## config.mk

```make
export PLATFORM = sky130hd
export DESIGN_NAME = kernel_sram_ctrl
export DESIGN_NICKNAME = d
export VERILOG_FILES = /design/src/rtl/kernel_sram_ctrl.sv
export SDC_FILE = /design/constraint.sdc
export NUM_CORES = 1
export LEC_CHECK = 0
export BUFFER_PORTS_ARGS = -buffer_cell sky130_fd_sc_hd__buf_4
export CORE_ASPECT_RATIO = 1.5
export CORE_MARGIN = 8
export CORE_UTILIZATION = 47
export DETAILED_ROUTE_END_ITERATION = 10
export GPL_TIMING_DRIVEN = 0
export PLACE_DENSITY = 0.81
export SYNTH_ARGS = -nofsm -noshare
export SYNTH_HDL_FRONTEND = slang
export SYNTH_SLANG_ARGS = --single-unit
```

## constraint.sdc

```tcl
create_clock -name clk -period 2.1 [get_ports clk]
set_input_delay 0.42 -clock clk [delete_from_list [all_inputs] [get_ports clk]]
set_output_delay 0.42 -clock clk [all_outputs]
set_load 0.02 [all_outputs]
```

## src/rtl/kernel_sram_ctrl.sv

```systemverilog
// Kernel SRAM controller: streams coefficient sets into per-channel banks
// (bank-major) and replays one set as a COEFS-long read burst across all banks.
module kernel_sram_ctrl #(
    parameter int WIDTH     = 16,
    parameter int HEIGHT    = 128,
    parameter int NUM_BANKS = 16,
    parameter int COEFS     = 18,
    localparam int NUM_SETS = HEIGHT / COEFS,
    localparam int SETW     = $clog2(NUM_SETS),
    localparam int AW       = $clog2(HEIGHT)
) (
    input  logic                 clk,
    input  logic                 arst_n_in,
    input  logic                 load_start,
    input  logic [SETW-1:0]      load_set,
    input  logic [WIDTH-1:0]     din,
    input  logic                 din_valid,
    output logic                 din_ready,
    input  logic                 read_start,
    input  logic [SETW-1:0]      read_set,
    output logic [AW-1:0]        KERNEL_write_addr,
    output logic [WIDTH-1:0]     KERNEL_din,
    output logic [NUM_BANKS-1:0] KERNEL_we,
    output logic [AW-1:0]        KERNEL_read_addr,
    output logic                 KERNEL_re,
    output logic                 coef_valid,
    output logic [4:0]           coef_idx,
    output logic                 busy,
    output logic                 load_done,
    output logic                 read_done,
    output logic                 set_err
);
    localparam int BW = (NUM_BANKS > 1) ? $clog2(NUM_BANKS) : 1;

    localparam logic [1:0] IDLE  = 2'd0;
    localparam logic [1:0] LOAD  = 2'd1;
    localparam logic [1:0] READ  = 2'd2;
    localparam logic [1:0] DRAIN = 2'd3;

    localparam logic [SETW:0]   SET_LIM = (SETW+1)'(NUM_SETS);
    localparam logic [4:0]      C_LAST  = 5'(COEFS - 1);
    localparam logic [BW-1:0]   B_LAST  = BW'(NUM_BANKS - 1);

    logic [1:0]      state_q, state_d;
    logic [SETW-1:0] set_q, set_d;
    logic [BW-1:0]   b_q, b_d;
    logic [4:0]      c_q, c_d;
    logic            load_done_q, load_done_d;
    logic            set_err_q, set_err_d;
    logic [AW-1:0]   raddr_q;
    logic            coef_valid_q;
    logic [4:0]      coef_idx_q;

    logic            wr;
    logic [AW-1:0]   cur_addr;

    assign din_ready = (state_q == LOAD);
    assign KERNEL_re = (state_q == READ);
    assign wr        = din_valid && din_ready;
    assign cur_addr  = AW'(int'(set_q) * COEFS + int'(c_q));

    // Write side is fully gated so the SRAM bus idles at zero between words.
    assign KERNEL_we         = wr ? (NUM_BANKS'(1) << b_q) : '0;
    assign KERNEL_write_addr = wr ? cur_addr : '0;
    assign KERNEL_din        = wr ? din : '0;
    assign KERNEL_read_addr  = KERNEL_re ? cur_addr : raddr_q;

    assign coef_valid = coef_valid_q;
    assign coef_idx   = coef_idx_q;
    assign busy       = (state_q != IDLE);
    assign load_done  = load_done_q;
    assign read_done  = (state_q == DRAIN);
    assign set_err    = set_err_q;

    always_comb begin
        state_d     = state_q;
        set_d       = set_q;
        b_d         = b_q;
        c_d         = c_q;
        load_done_d = 1'b0;
        set_err_d   = 1'b0;
        case (state_q)
            IDLE: begin
                // Load wins over a simultaneous read; the read is simply dropped.
                if (load_start) begin
                    if ({1'b0, load_set} < SET_LIM) begin
                        state_d = LOAD;
                        set_d   = load_set;
                        b_d     = '0;
                        c_d     = '0;
                    end else begin
                        set_err_d = 1'b1;
                    end
                end else if (read_start) begin
                    if ({1'b0, read_set} < SET_LIM) begin
                        state_d = READ;
                        set_d   = read_set;
                        c_d     = '0;
                    end else begin
                        set_err_d = 1'b1;
                    end
                end
            end
            LOAD: begin
                if (wr) begin
                    if (c_q == C_LAST) begin
                        c_d = '0;
                        b_d = b_q + BW'(1);
                        if (b_q == B_LAST) begin
                            state_d     = IDLE;
                            load_done_d = 1'b1;
                        end
                    end else begin
                        c_d = c_q + 5'd1;
                    end
                end
            end
            READ: begin
                if (c_q == C_LAST) begin
                    c_d     = '0;
                    state_d = DRAIN;
                end else begin
                    c_d = c_q + 5'd1;
                end
            end
            default: state_d = IDLE;
        endcase
    end

    always_ff @(posedge clk or negedge arst_n_in) begin
        if (!arst_n_in) begin
            state_q      <= IDLE;
            set_q        <= '0;
            b_q          <= '0;
            c_q          <= '0;
            load_done_q  <= 1'b0;
            set_err_q    <= 1'b0;
            raddr_q      <= '0;
            coef_valid_q <= 1'b0;
            coef_idx_q   <= '0;
        end else begin
            state_q      <= state_d;
            set_q        <= set_d;
            b_q          <= b_d;
            c_q          <= c_d;
            load_done_q  <= load_done_d;
            set_err_q    <= set_err_d;
            if (KERNEL_re) raddr_q <= cur_addr;
            // SRAM qout lags the read strobe by exactly one cycle.
            coef_valid_q <= KERNEL_re;
            coef_idx_q   <= KERNEL_re ? c_q : 5'd0;
        end
    end
endmodule

```

; Word-level counts from Yosys, hierarchy flattened
; Index checks and enable logic that the tools add are counted.
[totals]
reg_bits = 29
elab_cells = 81
[op_classes]
shifts = 1
eq_ne = 15
mux = 39
magnitude_cmp = 2
mul = 1
add_sub_neg = 3
n_reduce_logical = 11
[op_table]
columns = op, count
row1 = 5-bit two-way mux, 7
row2 = 16-bit two-way mux, 2
row3 = 2-bit two-way mux, 8
row4 = 4-bit two-way mux, 4
row5 = 1-bit by 4-bit left shift with 16-bit output (first input constant), 1
row6 = 5-bit case mux with 3 select lines, 1
row7 = 7-bit two-way mux, 2
row8 = 3-bit two-way mux, 4
row9 = 2-bit by 1-bit inequality test with 1-bit output (second input constant), 5
row10 = 5-bit AND reduction, 2
row11 = 1-bit two-way mux, 9
row12 = 3-bit inequality test (second input constant), 3
row13 = 4-bit case mux with 2 select lines, 1
row14 = 2-bit nonzero test, 4
row15 = 7-bit by 5-bit adder with 7-bit output, 1
row16 = 7-bit AND reduction, 1
row17 = 3-bit < comparator (second input constant), 2
row18 = 3-bit by 4-bit multiplier with 6-bit output (second input constant), 1
row19 = 2-bit case mux with 3 select lines, 1
row20 = 5-bit by 1-bit adder with 5-bit output (second input constant), 1
row21 = 5-bit == test (second input constant), 1
row22 = 4-bit by 1-bit adder with 4-bit output (second input constant), 1
row23 = 2-bit == test (second input constant), 2
row24 = 4-bit == test (second input constant), 1
row25 = other kinds (6), 7

; Depth between registers and ports, before layout
; Gate-level depths: netlist of run 1.
[depth]
depth_word = 5
mapped_depth = 7

; Worst setup path after synthesis of run 1
; No wires, ideal clock.
[synth_timing]
path_type = flip-flop to output port
from = reg c_q[1]
to = out KERNEL_read_addr[5]
path_buffers = 0
setup_slack_ns = -0.266
required_ns = 1.680
path_stages_with_launch = 8
arrival_time_ns = 1.946
cell_sequence = dfrtp_1 > ha_1 > inv_1 > fa_1 > nor2b_1 > o21ai_0 > and3_1 > o31ai_1
[synth_via]
elab_chain_len = 2
[synth_rtl]
columns = item, line_no
row1 = start: declaration, 47  ; logic [4:0] c_q, c_d;
row2 = start signal: assignment, 135  ; c_q <= '0;
row3 = start signal: assignment, 145  ; c_q <= c_d;
row4 = 7-bit by 5-bit adder with 7-bit output, 60  ; assign cur_addr = AW'(int'(set_q) * COEFS + int'(c_q));
row5 = 7-bit two-way mux, n/a
row6 = end: declaration, 24  ; output logic [AW-1:0] KERNEL_read_addr,
; Every way passes these cells.

; Final worst setup path of run 1
[layout_timing]
from = reg set_q[0]
to = out KERNEL_read_addr[5]
[layout_via]
elab_chain_len = 3
[layout_rtl]
columns = item, line_no
row1 = start: declaration, 45  ; logic [SETW-1:0] set_q, set_d;
row2 = start signal: assignment, 143  ; set_q <= set_d;
row3 = 3-bit by 4-bit multiplier with 6-bit output, 60
row4 = 7-bit by 5-bit adder with 7-bit output, 60
row5 = 7-bit two-way mux, n/a
; Every way passes these cells.

==> flow_summary_export.csv, run 1 <==
group,metric,value,unit
sta,tightest_slew,0.388,ns
placed_design,io_buffers,84,
synth,netlist.area_leader.share,37.5,%
synth,syn-num-nets,242,
cells_and_area,final_area,0.00330,mm²
routing,dr.pass1.iters,4,
die,io_pins,85,
grt,grt-ovfl-total,0,
die,initial_core_util,48.9,%
synth,synth-seq-cells,29,
routing,vias,2015,
grt,use_met2,35.9,%
placed_design,place_ws,-0.364,ns
grt,antenna_found_initial,0,
clocking,numCtsBuffers,5,
cells_and_area,fin_util,83.2,%
cells_and_area,diodes,0,
synth,synth.avg_cell_area,9.77,µm²
clocking,htree_levels,2,
synth,synthFlopType,"dfrtp_1",
synth,synthArstFlopShare,100,%
routing,wirelength,6940,µm
setup_path,crit_path_end_kind,"primary output",
setup_path,crit_type,"flip-flop to primary output",
clocking,cts_tree,"built",
synth,synth_cell_type_count,38,
setup_path,cp.arrival,2.09,ns
synth,synth_area,0.00193,mm²
grt,grt_pass1_vias,2009,
routing,via_per_inst,5.61,
outcome,status,"finished with violations",
grt,grt_max_degree,30,
sta,period_needed,2.51,ns
sta,rsz0062_at_grt,"yes",
die,fp-row-count,28,
sta,max-slew-margin-rel,74.1,%
sta,period_share,120,%
sta,drv_slew,0,
clocking,clock_sinks,29,
synth,ys_seq_area_share,37.5,%
routing,ant_nets,0,
pwr,p_switching,1870,µW
routing,drt_drc_violations_left,0,
synth,synth_common_cells,"36 x and3_1, 29 x dfrtp_1, 16 x ha_1, 13 x inv_1, 10 x and2_1",
setup_path,cp.required,1.68,ns
run,cap_violations,0,
sta,max_freq,398,MHz
die,die_h,94.6,µm
setup_path,reg2reg_slack,0.13,ns
sta,holdWs,0.0546,ns
cells_and_area,final_nets,357,
hold_path,min_path_type,"input pin to async pin",
pwr,p_per_area,1310,mW/mm²
setup_path,rr_startpoint,"state_q[0]",
synth,yosysTopAreaCell,"dfrtp_1",
grt,grt_use_met3,4.98,%
grt,grt_pass1_wl,9720,µm
pwr,pwr-share-clk,10.7,%
setup_path,crit_fanout,3,
setup_path,worstSetupStartpointType,"flip-flop",
setup_path,crit_path_start,"set_q[0]",
pwr,power.share.sequential,21.1,%
setup_path,reg2reg_depth,7,
grt,grt_use_total,19.5,%
pwr,ir_drop,1.23,mV
die,core_area,0.00396,mm²
synth,synth.area.top_cells,"dfrtp_1 38%, and3_1 12%, ha_1 10%",
synth,synth_edf_count,0,
setup_path,timing.rr.end,"state_q[1]",
sta,finalSetupViolations,9,
synth,ys_warn_count,0,
pwr,pwr-share-comb,68.2,%
pwr,switching_share,43.3,%
cells_and_area,area_growth_syn_to_layout,70.4,%
outcome,violations,"negative setup slack",
grt,busiest_layer,"met2",
pwr,p_int,2440,µW
grt,use_met1,18.8,%
setup_path,crit_path_end,"KERNEL_read_addr[5]",
cells_and_area,instances_no_fill,359,
clocking,cts-root-buf,"clkbuf_8",
placed_design,placed_cell_area,0.00264,mm²
pwr,leakage,0.00169,µW
sta,fin_worst_skew,0.00500,ns
synth,synth_most_common_cell,"and3_1",
synth,syn-instance-count,198,
placed_design,gp_congestion,0.781,
cells_and_area,drive_gt1_share,58.0,%
placed_design,dp.cells,327,
placed_design,hpwl,4220,µm
sta,setup_slack,-0.414,ns
clocking,cts_buffer_depth,2,
clocking,path_clk_slew,0.07,ns
clocking,worstSkewPairLatency,0.28,ns
die,die_w,68.4,µm
clocking,cts_hold_buffers,0,
routing,drt_iter0_drc,100,
die,die_area,0.00647,mm²
routing,drt-wirelength-per-cell,19.3,µm
sta,hold_viol,0,
## what timing repair did
action / in CTS / in global routing
gates resized for setup: 40 / 62
cloned: 0 / 1
setup buffers: 14 / 10
setup endpoints to repair: 46 / 46
pin swaps: 15 / 12
## per-stage QoR
| stage | setup TNS, ns | total power, µW |
|---|---|---|
| 6_report | -2.63 | 4310 |
| 5_1_grt | -3.11 | 4540 |
| 4_1_cts | -1.85 | 3770 |
| 3_5_place_dp | -2.34 | 2840 |
| 3_3_place_gp | -1.76 | 2790 |
| 2_1_floorplan | -0.117 | 2120 |
## how the worst min path moves through the flow
stage               depth (start not counted)  slack (ns)           to      start
global route                                1        0.08   raddr_q[0]  arst_n_in
CTS                                         1        0.06  coef_idx[0]  arst_n_in
global placement                            1        0.37  coef_idx[1]  arst_n_in
detailed placement                          1        0.37  coef_idx[0]  arst_n_in
finish                                      1        0.05   raddr_q[0]  arst_n_in
floorplan                                   0        0.12       b_q[0]  arst_n_in
## power groups by stage
stage	clock network [µW]	registers, µW	logic (µW)
2_1_floorplan	0	866	1260
3_3_place_gp	0	868	1930
3_5_place_dp	0	881	1960
4_1_cts	465	894	2410
5_1_grt	490	921	3130
6_report	460	910	2940
## layout make-up
class | count | area, µm²
repair buffers | 109 | 927
fillers | 221 | 663
inverters | 13 | 52.6
clock buffers | 5 | 68.8
clock inverters | 3 | 17.5
multi-input cells | 149 | 1380
well taps | 45 | 56.3
plain buffers | 6 | 58.8
flip-flops and latches | 29 | 733
## worst max-delay path, stage by stage, from the launching register on
cell	delay, ns
dfrtp_2	0.44
ha_4	0.16
inv_2	0.04
fa_2	0.37
nor2b_2	0.16
o21ai_2	0.10
and3_4	0.19
o31ai_4	0.21
buf_6	0.15
## cells by family (layout without fill, tap and decap cells)
| group | Yosys count | count (layout) | share of synthesized area [%] |
|---|---|---|---|
| adders and majority gates | 17 | 17 | 11.4 |
| DFF | 29 | 29 | 37.5 |
| and+or+nand+nor | 85 | 85 | 26.0 |
| buffers and inverters | 20 | 136 | 4.08 |
| muxes | 13 | 13 | 7.18 |
| xor gates and xnor gates | 3 | 3 | 1.36 |
| AOI/OAI and AO/OA | 31 | 31 | 12.5 |
## cells in the final DEF (no fill, tap or decap), types with 2 or more instances in the layout
master      synthesis  routed
and2_4              0       2
ha_1               16      10
a21oi_1             7       4
buf_6               0      31
a21oi_2             1       4
nand2b_1            3       3
clkinvlp_4          0       2
buf_4               1      81
mux2_4              0       2
nand4_1             2       2
o31ai_1             5       4
nor2b_1             4       3
mux2i_1             6       6
and3_4              0      14
ha_4                0       6
nor2_1              7       5
o21ai_0             5       3
dfrtp_1            29      23
inv_1              13       9
clkbuf_8            0       5
o21ai_2             0       2
mux2_2              7       5
or2_2               2       2
nand3_1             7       7
a21o_1              5       5
nand2_1             7       6
clkinv_2            0       2
xnor2_2             0       2
dfrtp_2             0       6
and3_1             36      22
inv_2               0       3
and2_1             10       8
## state kept, by name, summed over array words and instances (netlist names)
signal,cells
b_q,4
c_q,5
coef_idx,5
coef_valid,1
load_done,1
raddr_q,7
set_err,1
set_q,3
state_q,2
## layer usage
metal	up-vias	wire, µm
li1	936	-
met1	975	2360
met2	89	3810
met3	15	609
met4	0	165
met5	-	0
No activity file was read; power rests on OpenSTA's default activity.
==> run 2: changes to the inputs <==
- CORE_UTILIZATION: 47 -> 30
- PLACE_DENSITY: 0.81 -> 0.57
==> flow_summary_export.csv, run 2 (synthesis gave the netlist of run 1 again) <==
group,metric,value,unit
routing,dr.pass1.iters,4,
setup_path,reg2reg_depth,7,
grt,grt_use_total,12.8,%
run,cap_violations,0,
grt,grt-ovfl-total,0,
placed_design,hpwl,4560,µm
clocking,worstSkewPairLatency,0.28,ns
setup_path,cp_cell_sequence,"ha_4, inv_2, fa_2, nor2b_2, o21ai_2, and3_4, o31ai_4, buf_6",
die,core_area,0.00635,mm²
clocking,cts_hold_buffers,0,
outcome,violations,"negative setup slack",
cells_and_area,top_register,"raddr_q",
sta,holdWs,0.0524,ns
clocking,cts_buffer_depth,2,
placed_design,gp_congestion,0.817,
sta,tightest_slew,0.389,ns
cells_and_area,area_growth_syn_to_layout,62.1,%
routing,drt_iter0_drc,58,
pwr,p_per_area,1250,mW/mm²
pwr,leakage,0.00166,µW
die,die_area,0.00933,mm²
clocking,cts_tree,"built",
sta,finalSetupViolations,10,
clocking,numCtsBuffers,5,
sta,fin_worst_skew,0.00774,ns
setup_path,crit_fanout,3,
cells_and_area,drive_gt1_share,52.6,%
sta,drv_slew,0,
setup_path,cpMaxStageDelayCell,"dfrtp_2",
die,die_h,114,µm
sta,hold_viol,0,
hold_path,min_path_type,"input pin to async pin",
sta,rsz0062_at_grt,"yes",
clocking,clock_sinks,29,
grt,grt_pass1_vias,1958,
cells_and_area,diodes,0,
cells_and_area,fin_util,49.4,%
setup_path,crit_buf_inv,2,
cells_and_area,largest_reg_flops,7,
routing,drt-wirelength-per-cell,15.8,µm
sta,period_needed,2.49,ns
setup_path,crit_path_end_kind,"primary output",
die,initial_core_util,30.5,%
pwr,ir_drop,0.841,mV
sta,setup_slack,-0.388,ns
placed_design,io_buffers,84,
setup_path,max_stage_delay,0.42,ns
die,die_w,81.6,µm
cells_and_area,final_cell_mix,"98 x buf_4, 33 x and3_1, 23 x dfrtp_1",
routing,drt_drc_violations_left,0,
setup_path,cp.required,1.68,ns
setup_path,crit_type,"flip-flop to primary output",
sta,max_freq,402,MHz
routing,via_per_inst,5.01,
clocking,cts-root-buf,"clkbuf_8",
cells_and_area,final_area,0.00314,mm²
die,fp-row-count,36,
setup_path,cp.arrival,2.07,ns
setup_path,cp_num_cells,8,
sta,max-slew-margin-rel,74.1,%
clocking,htree_levels,2,
setup_path,cp_top_family,"adder cells",
clocking,path_clk_slew,0.07,ns
cells_and_area,final_common_cell,"buf_4",
grt,antenna_found_initial,0,
cells_and_area,final_nets,353,
routing,vias,1934,
placed_design,place_ws,-0.407,ns
routing,ant_nets,0,
sta,period_share,118,%
grt,grt_max_degree,30,
die,io_pins,85,
grt,grt_pass1_wl,9400,µm
outcome,status,"finished with violations",
placed_design,placed_cell_area,0.00267,mm²
routing,wirelength,6120,µm
setup_path,worstSetupStartpointType,"flip-flop",
[run 2: cell count changes in the layout (fill, tap and decap cells not counted), moves of 2 or more]
cell,previous run,this run
and3_1,22,33
xnor2_1,0,2
buf_6,31,7
clkbuf_8,5,7
and2_4,2,0
buf_4,81,98
and3_4,14,3
and2_1,8,10
[run 2: layout make-up]
class / count / area (µm²)
well taps: 76 / 95.1
fillers: 619 / 3220
inverters: 13 / 52.6
plain buffers: 6 / 51.3
flip-flops and latches: 29 / 733
multi-input cells: 150 / 1290
repair buffers: 104 / 807
clock inverters: 1 / 5.00
clock buffers: 7 / 96.3
[run 2: path summary, 6_finish.rpt]
check	slack [ns]	end	from
min in group clk	0.41	set_err	load_set[0]
max in group asynchronous	1.73	set_q[0]	arst_n_in
max	-0.39	KERNEL_read_addr[5]	set_q[0]
min reg2reg	0.48	raddr_q[0]	raddr_q[0]
min	0.05	coef_idx[0]	arst_n_in
max reg2reg	0.15	state_q[1]	state_q[0]
[run 2: timing repair]
action / 4_1_cts / 5_1_grt
endpoints found under the setup margin: 46 / 31
setup buffers: 8 / 12
gates cloned: 0 / 1
resized for setup: 33 / 22
pin swaps: 8 / 9
[run 2: per-layer routing]
metal / routed length, µm / global-route usage [%]
met5: 0 / 0
met1: 2240 / 13.6
met2: 3070 / 22.7
met3: 719 / 3.77
met4: 89 / 5.03
[run 2: power by group]
group | leakage, µW | total [µW] | internal [µW] | switching (µW)
combinational | 0.00123 | 2490 | 1200 | 1290
sequential | 0.000369 | 901 | 744 | 158
clock | 0.0000542 | 517 | 296 | 221
total | 0.00166 | 3910 | 2240 | 1670
[run 2: stage by stage]
stage               TNS, ns  total power (µW)  cells
global placement      -2.56              2840    358
CTS                   -2.33              3690    373
finish                -2.23              3910    386
floorplan            -0.117              2120    198
global route          -3.02              4200    386
detailed placement    -2.70              2860    358
==> run 3: changes to the inputs <==
- CAP_MARGIN: unset -> 30
- HOLD_SLACK_MARGIN: unset -> 0.1
- SETUP_SLACK_MARGIN: unset -> 0.05
==> flow_summary_export.csv, run 3 (synthesis gave the netlist of run 1 again) <==
group,metric,value,unit
die,core_area,0.00635,mm²
setup_path,crit_path_end_kind,"primary output",
grt,grt_pass1_vias,1888,
outcome,violations,"negative setup slack",
sta,final.setup.tns,-1.61,ns
grt,grt-ovfl-total,0,
pwr,ir_drop,0.689,mV
setup_path,reg2reg_slack,0.10,ns
sta,rsz0062_at_grt,"yes",
cells_and_area,final_common_cell,"buf_4",
setup_path,crit_path_end,"KERNEL_read_addr[6]",
routing,dr.pass1.iters,4,
grt,grt_pass1_wl,9180,µm
clocking,cts_tree,"built",
grt,grt_use_total,12.6,%
pwr,pwr-share-comb,67.2,%
die,die_h,114,µm
placed_design,place_ws,-0.400,ns
setup_path,worstSetupStartpointType,"flip-flop",
routing,drt_drc_violations_left,0,
setup_path,crit_type,"flip-flop to primary output",
outcome,status,"finished with violations",
setup_path,cpMaxStageDelayCell,"dfrtp_2",
routing,maxUsedRoutingLayer,"met4",
setup_path,cp.arrival,1.99,ns
routing,vias,1901,
pwr,power.share.sequential,21.5,%
die,die_w,81.6,µm
hold_path,min_path_type,"input pin to flip-flop",
setup_path,rr_startpoint,"set_q[0]",
setup_path,crit_fanout,4,
routing,wl_met3,350,µm
grt,antenna_found_initial,0,
cells_and_area,largest_reg_flops,7,
placed_design,io_buffers,84,
die,die_area,0.00933,mm²
routing,drt-wirelength-per-cell,15.9,µm
pwr,p_int,2390,µW
sta,max-slew-margin-rel,72.8,%
pwr,pwr-share-clk,11.3,%
setup_path,crit_path_start,"set_q[0]",
clocking,clock_sinks,29,
clocking,htree_levels,2,
cells_and_area,diodes,0,
clocking,numCtsBuffers,5,
sta,period_share,115,%
sta,drv_slew,0,
setup_path,cp_cell_sequence,"ha_4, and3_4, a221o_1, xnor2_2, a21oi_2, buf_4",
pwr,switching_share,42.0,%
routing,wirelength,6200,µm
placed_design,hpwl,4590,µm
sta,tightest_slew,0.407,ns
sta,max_freq,415,MHz
pwr,leakage,0.00169,µW
clocking,worstSkewPairLatency,0.28,ns
routing,met2_length,3540,µm
setup_path,max_stage_delay,0.45,ns
setup_path,cp.required,1.68,ns
setup_path,reg2reg_depth,10,
cells_and_area,final_nets,357,
clocking,cts-root-buf,"clkbuf_8",
cells_and_area,fin_util,51.3,%
setup_path,timing.rr.end,"raddr_q[5]",
cells_and_area,fillerInstances,599,
sta,hold_viol,0,
cells_and_area,drive_gt1_share,54.6,%
pwr,power,4120,µW
routing,drt_iter0_drc,50,
die,fp-row-count,36,
sta,setup_slack,-0.308,ns
sta,finalSetupViolations,9,
clocking,cts_buffer_depth,2,
cells_and_area,final_cell_mix,"88 x buf_4, 30 x and3_1, 24 x dfrtp_1",
routing,wl_met1,2220,µm
sta,holdWs,0.418,ns
routing,ant_nets,0,
routing,via_per_inst,4.89,
grt,grt_max_degree,30,
sta,fin_worst_skew,0.00724,ns
placed_design,gp_congestion,0.750,
run,cap_violations,0,
cells_and_area,top_register,"raddr_q",
die,initial_core_util,30.5,%
pwr,p_per_area,1270,mW/mm²
clocking,path_clk_slew,0.06,ns
die,io_pins,85,
cells_and_area,area_growth_syn_to_layout,68.3,%
pwr,p_switching,1730,µW
sta,period_needed,2.41,ns
run 3: changes by cell type in the layout (fill, tap and decap cells not counted), sizes merged:
cell / change
dlygate4sd3: +1
and3: -1
buf: +5
clkinv: -1
clkbuf: -1
run 3: worst max-delay path: cells and delay by family (launching register included):
family	cells	cell delay (ns)
and+or+nand+nor	1	0.17
adders and majority gates	1	0.27
DFF	1	0.45
xor gates and xnor gates	1	0.17
buffers and inverters	1	0.16
AOI/OAI and AO/OA	2	0.49
run 3: cell type report:
cell class                      count  area (µm²)  area share (%)
Multi-Input combinational cell    149        1330            41.0
Timing Repair Buffer              110         927            28.5
Sequential cell                    29         732            22.5
Tap cell                           76        95.1            2.92
Clock buffer                        7        86.3            2.65
Inverter                           13        52.6            1.61
Buffer                              5        28.8           0.884
run 3: worst min path at each step:
stage,startpoint,endpoint,slack [ns],depth (start not counted)
after CTS,load_set[0],set_err,0.41,3
after global routing,read_set[1],set_err,0.43,3
after floorplan,arst_n_in,b_q[0],0.12,0
after global placement,arst_n_in,load_done,0.37,1
after detailed placement,arst_n_in,set_err,0.38,1
final,read_set[1],set_err,0.42,3
run 3: power by group through the flow:
stage               registers (µW)  clock network [µW]  logic (µW)
floorplan                      866                   0        1260
global placement               873                   0        1950
detailed placement             877                   0        1980
CTS                            861                 483        2600
global route                   908                 498        2970
finish                         886                 467        2770
run 3: per-stage QoR:
step,std cells,area (µm²)
floorplan,198,1950
global placement,358,2680
detailed placement,358,2680
CTS,387,3090
global route,389,3260
finish,389,3260
run 3: routing by layer:
| metal | GRT usage, % | vias up |
|---|---|---|
| met3 | 2.75 | 7 |
| met2 | 23.7 | 43 |
| li1 | - | 936 |
| met4 | 4.67 | 0 |
| met1 | 12.8 | 915 |
| met5 | 0 | - |
run 3: what timing repair did:
action / 4_1_cts / 5_1_grt
endpoints found under the hold margin: 29 / 0
setup endpoints to repair: 46 / 38
pin swaps: 9 / 8
resized for setup: 41 / 40
setup buffers: 22 / 4
hold buffers: 1 / 0
